File: config.mk
export PLATFORM = sky130hd
export DESIGN_NAME = pipelined_carry_skip_adder
export DESIGN_NICKNAME = d
export VERILOG_FILES = /design/src/rtl/csa_pkg.sv /design/src/rtl/csa_block.sv /design/src/rtl/pipelined_carry_skip_adder.sv
export SDC_FILE = /design/constraint.sdc
export NUM_CORES = 1
export LEC_CHECK = 0
export BUFFER_PORTS_ARGS = -buffer_cell sky130_fd_sc_hd__buf_2
export CORE_UTILIZATION = 50
export CTS_CLUSTER_DIAMETER = 150
export CTS_CLUSTER_SIZE = 12
export DETAILED_ROUTE_END_ITERATION = 8
export GPL_TIMING_DRIVEN = 0
export HOLD_SLACK_MARGIN = 0.12
export PLACE_DENSITY_LB_ADDON = 0.05
export SYNTH_ARGS = -nofsm -noshare
export SYNTH_HDL_FRONTEND = slang
export SYNTH_SLANG_ARGS = --single-unit
File: constraint.sdc
create_clock -name clk -period 2.3 [get_ports clk]
set_clock_uncertainty 0.15 [all_clocks]
set_input_delay 0.23 -clock clk [delete_from_list [all_inputs] [get_ports clk]]
set_output_delay 0.23 -clock clk [all_outputs]
set_load 0.01 [all_outputs]
File: src/rtl/csa_pkg.sv
// Shared helpers for the carry-skip adder family: parameter legality and
// derivation of the number of skip blocks.
package csa_pkg;

  function automatic bit csa_params_ok(input int width, input int block);
    return (block >= 1) && (width >= block) && ((width % block) == 0);
  endfunction

  function automatic int csa_nblk(input int width, input int block);
    return width / block;
  endfunction

endpackage

File: src/rtl/csa_block.sv
// One combinational carry-skip block: ripple sum, group propagate, and a carry-out
// that bypasses the ripple chain when every bit propagates.
module csa_block #(
  parameter int BLOCK = 4
) (
  input  logic [BLOCK-1:0] a,
  input  logic [BLOCK-1:0] b,
  input  logic             cin,
  output logic [BLOCK-1:0] sum,
  output logic             cout,
  output logic             prop
);

  logic [BLOCK:0] c;

  always_comb begin
    c[0] = cin;
    sum  = '0;
    for (int i = 0; i < BLOCK; i++) begin
      sum[i]   = a[i] ^ b[i] ^ c[i];
      c[i+1]   = (a[i] & b[i]) | (c[i] & (a[i] ^ b[i]));
    end
    prop = &(a ^ b);
    cout = prop ? cin : c[BLOCK];
  end

endmodule

File: src/rtl/pipelined_carry_skip_adder.sv
// Pipelined carry-skip add/subtract: one skip block per stage, valid/ready on both
// sides with full backpressure; results leave in acceptance order.
module pipelined_carry_skip_adder
  import csa_pkg::*;
#(
  parameter int WIDTH = 16,
  parameter int BLOCK = 4
) (
  input  logic                    clk,
  input  logic                    rst_n,
  input  logic                    in_valid,
  output logic                    in_ready,
  input  logic [WIDTH-1:0]        a,
  input  logic [WIDTH-1:0]        b,
  input  logic                    cin,
  input  logic                    sub,
  output logic                    out_valid,
  input  logic                    out_ready,
  output logic [WIDTH-1:0]        sum,
  output logic                    cout,
  output logic                    ovf,
  output logic [WIDTH/BLOCK-1:0]  skip
);

  localparam int NBLK = csa_nblk(WIDTH, BLOCK);

  if (!csa_params_ok(WIDTH, BLOCK)) begin : g_bad_params
    $error("pipelined_carry_skip_adder: WIDTH must be a positive multiple of BLOCK");
  end

  // Operand registers shift right by BLOCK per stage, so each stage always works on
  // bits [BLOCK-1:0]; sum and skip shift in from the top and end up in place.
  logic [WIDTH-1:0] a_q    [NBLK];
  logic [WIDTH-1:0] a_d    [NBLK];
  logic [WIDTH-1:0] b_q    [NBLK];
  logic [WIDTH-1:0] b_d    [NBLK];
  logic [WIDTH-1:0] sum_q  [NBLK];
  logic [WIDTH-1:0] sum_d  [NBLK];
  logic [NBLK-1:0]  skip_q [NBLK];
  logic [NBLK-1:0]  skip_d [NBLK];
  logic [NBLK-1:0]  c_q;
  logic [NBLK-1:0]  c_d;
  logic [NBLK-1:0]  v_q;
  logic [NBLK-1:0]  v_d;
  logic             ovf_q;
  logic             ovf_d;

  logic [WIDTH-1:0] op_a    [NBLK];
  logic [WIDTH-1:0] op_b    [NBLK];
  logic [WIDTH-1:0] sum_in  [NBLK];
  logic [NBLK-1:0]  skip_in [NBLK];
  logic [NBLK-1:0]  c_in;
  logic [NBLK-1:0]  v_in;

  logic [BLOCK-1:0] blk_sum [NBLK];
  logic [NBLK-1:0]  blk_cout;
  logic [NBLK-1:0]  blk_prop;

  logic stall;
  logic accept;

  assign stall  = v_q[NBLK-1] & ~out_ready;
  assign accept = in_valid & ~stall;

  genvar gi;
  for (gi = 0; gi < NBLK; gi++) begin : g_stage
    if (gi == 0) begin : g_head
      // Subtraction folds into addition here: invert B and flip the carry-in.
      assign op_a[gi]    = a;
      assign op_b[gi]    = sub ? ~b : b;
      assign c_in[gi]    = cin ^ sub;
      assign sum_in[gi]  = '0;
      assign skip_in[gi] = '0;
      assign v_in[gi]    = accept;
    end else begin : g_tail
      assign op_a[gi]    = a_q[gi-1];
      assign op_b[gi]    = b_q[gi-1];
      assign c_in[gi]    = c_q[gi-1];
      assign sum_in[gi]  = sum_q[gi-1];
      assign skip_in[gi] = skip_q[gi-1];
      assign v_in[gi]    = v_q[gi-1];
    end

    csa_block #(.BLOCK(BLOCK)) u_blk (
      .a    (op_a[gi][BLOCK-1:0]),
      .b    (op_b[gi][BLOCK-1:0]),
      .cin  (c_in[gi]),
      .sum  (blk_sum[gi]),
      .cout (blk_cout[gi]),
      .prop (blk_prop[gi])
    );
  end

  always_comb begin
    v_d = v_in;
    c_d = blk_cout;
    for (int k = 0; k < NBLK; k++) begin
      a_d[k]    = op_a[k] >> BLOCK;
      b_d[k]    = op_b[k] >> BLOCK;
      sum_d[k]  = (sum_in[k] >> BLOCK) | (WIDTH'(blk_sum[k]) << (WIDTH - BLOCK));
      skip_d[k] = (skip_in[k] >> 1) | (NBLK'(blk_prop[k]) << (NBLK - 1));
    end
    // Carry into the MSB is recovered from the MSB sum bit and its operands.
    ovf_d = blk_sum[NBLK-1][BLOCK-1] ^ op_a[NBLK-1][BLOCK-1]
          ^ op_b[NBLK-1][BLOCK-1] ^ blk_cout[NBLK-1];
  end

  always_ff @(posedge clk or negedge rst_n) begin
    if (!rst_n) begin
      v_q   <= '0;
      c_q   <= '0;
      ovf_q <= 1'b0;
      for (int k = 0; k < NBLK; k++) begin
        a_q[k]    <= '0;
        b_q[k]    <= '0;
        sum_q[k]  <= '0;
        skip_q[k] <= '0;
      end
    end else if (!stall) begin
      v_q   <= v_d;
      c_q   <= c_d;
      ovf_q <= ovf_d;
      for (int k = 0; k < NBLK; k++) begin
        a_q[k]    <= a_d[k];
        b_q[k]    <= b_d[k];
        sum_q[k]  <= sum_d[k];
        skip_q[k] <= skip_d[k];
      end
    end
  end

  assign in_ready  = ~stall;
  assign out_valid = v_q[NBLK-1];
  assign sum       = sum_q[NBLK-1];
  assign cout      = c_q[NBLK-1];
  assign ovf       = ovf_q;
  assign skip      = skip_q[NBLK-1];

endmodule

==> qor.yml <==
cts-root-buf: "clkbuf_8"
seqPwrFrac_pct: 44.1
setup_viol: 2
dp_hpwl_mm: 6.88
route.vias.total: 3470
startpoint_type: "register"
status: "finished, violations left"
grt_busiest_layer: "met2"
hold_viol_final: 0
clkPwrFrac_pct: 14.6
synth_cell_type_count: 21
fp-row-count: 35
async_flop_share_pct: 100
wl_mm: 9.83
synthFlopType: "dfrtp_1"
end_kind: "register"
fmax_ghz: 0.399
period_share_pct: 109
power.density_mw_per_mm2: 1220
grt_max_degree: 58
violations: "negative setup slack"
critPathArrivalTime_ns: 2.62
port_buffers: 60
hp-class: "in -> reg"
cts_max_level: 3
p_switching_w: 0.00278
start_util_pct: 52.0
met1_usage_pct: 31.1
grt.total_usage_pct: 21.8
grt_antenna_before_repair: 0
synth_warnings: 0
synth_edf_count: 0
drv_cap: 0
gp_congestion: 0.841
cts_sinks: 107
post-route-util_pct: 64.0
worst-path-max-fanout: 2
clkLatencyLatePin_ns: 0.38
die_area_mm2: 0.0101
ios: 62
ys_ff_latch: 107
dr.pass1.iters: 4
grt_pass1_vias: 3389
via_per_inst: 4.65
crit_required_ns: 2.41
avgSynthCellArea_um2: 9.68
rsz0062_at_grt: "true"
syn-num-nets: 571
fin_setup_tns_ns: -0.246
area_growth_pct: 23.2
routed_wire_length_per_instance_um: 13.2
report.final.slew_viol_count: 0
fp.dieH_um: 100
syn_inst: 501
p_leak_nw: 3.09
clk_path_buf_depth: 2
fin_area_mm2: 0.00597
cts_tree: "built"
route.detailed.drc: 0
ant_nets: 0
syn_area_mm2: 0.00485
grt-ovfl-total: 0
met2_usage_pct: 34.6
drive_gt1_share_pct: 21.9
fin_ws_ns: -0.207
cts.clk_slew.worst_paths_ns: 0.10
ir_worst_vdd_mv: 0.420
critPathKind: "reg -> reg"
power.internal_w: 0.00448
fin_nets: 683
cts_buffers: 9
swShare_pct: 38.3
relSlewSlack_pct: 56.3
post_dp_cell_area_mm2: 0.00538
yosysSeqAreaShare_pct: 55.2
min_period_ns: 2.51
comb_power_share_pct: 41.3
core-area_mm2: 0.00933
antennaDiodeCount: 0
die_width_um: 100
met3_usage_pct: 2.91
grt_pass1_wl_mm: 16.6
worst_slew_pin_slew_ns: 0.655
drtIter0Drc: 104
## metrics by stage
stage,total power (W),hold WS (ns),std cells,setup WS [ns]
detailed placement,0.00599,0.150,691,-0.388
CTS,0.00724,0.170,744,-0.229
floorplan,0.00502,-0.216,501,-0.207
finish,0.00726,0.187,746,-0.207
global placement,0.00588,0.276,690,-0.345
global route,0.00792,0.209,746,-0.281
## layer usage
layer,vias to the layer above,share of wire (%)
li1,1741,-
met2,69,46
met4,0,1.5
met1,1646,49
met5,-,0
met3,14,3.5
## Yosys cell counts (2+ instances only)
library cell | instances | area (µm²)
buf_6 | 9 | 101
inv_1 | 27 | 101
ha_1 | 16 | 200
nand4_1 | 4 | 25.0
fa_1 | 16 | 320
o21ai_0 | 28 | 140
nor2_1 | 11 | 41.3
xor2_1 | 6 | 52.6
a21oi_1 | 11 | 55.1
xnor2_1 | 14 | 123
clkbuf_1 | 5 | 18.8
nand2_1 | 229 | 860
mux2_4 | 2 | 30.0
buf_2 | 8 | 40.0
buf_4 | 3 | 22.5
dfrtp_1 | 107 | 2680
## sequential cells by signal, summed over array words and instances (netlist names), 4 cells and up
name,cells
a_q,12
sum_in,24
v_q,4
skip_in,6
a_d,12
b_d,12
sum,16
c_q,4
b_q,12
skip,4
## cells by family (layout without fill, tap and decap cells)
group | count (synthesis) | after routing | share of synthesized area (%)
DFF | 107 | 107 | 55.2
AOI/OAI and AO/OA | 39 | 39 | 4.03
buffers and inverters | 53 | 169 | 5.99
muxes | 4 | 4 | 1.06
xor gates and xnor gates | 20 | 20 | 3.61
and+or+nand+nor | 246 | 246 | 19.4
adders and majority gates | 32 | 32 | 10.7
## final cells by class
class,count,area [µm²]
fill,835,3350
sequential,107,2680
multi-input combinational,341,1950
timing repair buffer,102,721
buffer,24,184
tap,129,161
clock buffer,9,124
inverter,28,108
clock inverter,6,52.6
## critical path: stages (launching register included)
cell     delay (ns)
dfrtp_1        0.42
fa_2           0.40
fa_2           0.34
inv_2          0.06
fa_2           0.20
fa_1           0.45
xnor2_1        0.18
xnor2_1        0.14
o21ai_1        0.07
## path summary, 6_finish.rpt
path | startpoint | endpoint | slack [ns] | depth (start not counted)
max in group asynchronous | rst_n | skip_in[11]$_DFFE_PN0N_ | 1.04 | 3
min in group asynchronous | rst_n | sum[9]$_DFFE_PN0N_ | 0.28 | 2
worst min register to register | sum[5]$_DFFE_PN0N_ | sum[5]$_DFFE_PN0N_ | 0.32 | 2
worst min-delay path | a[2] | sum_in[46]$_DFFE_PN0N_ | 0.19 | 4
worst max-delay path | c_q[2]$_DFFE_PN0N_ | ovf$_DFFE_PN0N_ | -0.21 | 8
worst max register to register | c_q[2]$_DFFE_PN0N_ | ovf$_DFFE_PN0N_ | -0.21 | 8
## power by group through the flow
stage / registers, W / clock network [W] / logic (W)
2_1_floorplan: 0.00322 / 0 / 0.00179
3_3_place_gp: 0.00322 / 0 / 0.00266
3_5_place_dp: 0.00326 / 0 / 0.00273
4_1_cts: 0.00321 / 0.00110 / 0.00294
5_1_grt: 0.00331 / 0.00116 / 0.00345
6_report: 0.00320 / 0.00106 / 0.00300
## placed cells by master (no fill, tap or decap), types with 7 or more instances in the layout
cell | netlist | final
nor2_1 | 11 | 11
buf_4 | 3 | 11
buf_6 | 9 | 8
inv_1 | 27 | 19
dfrtp_1 | 107 | 107
dlygate4sd3_1 | 0 | 33
inv_2 | 0 | 8
nand2_1 | 229 | 229
xnor2_1 | 14 | 14
fa_2 | 0 | 14
o21ai_0 | 28 | 26
ha_1 | 16 | 16
a21oi_1 | 11 | 7
buf_2 | 8 | 67
clkbuf_8 | 0 | 9
## timing repair
item | in CTS | in global routing
endpoints found under the hold margin | 75 | 6
hold buffers | 32 | 1
pin swaps | 9 | 8
setup endpoints to repair | 5 | 8
setup buffers | 6 | 3
gates resized for setup | 6 | 13
(Power assumes the default switching activity.)
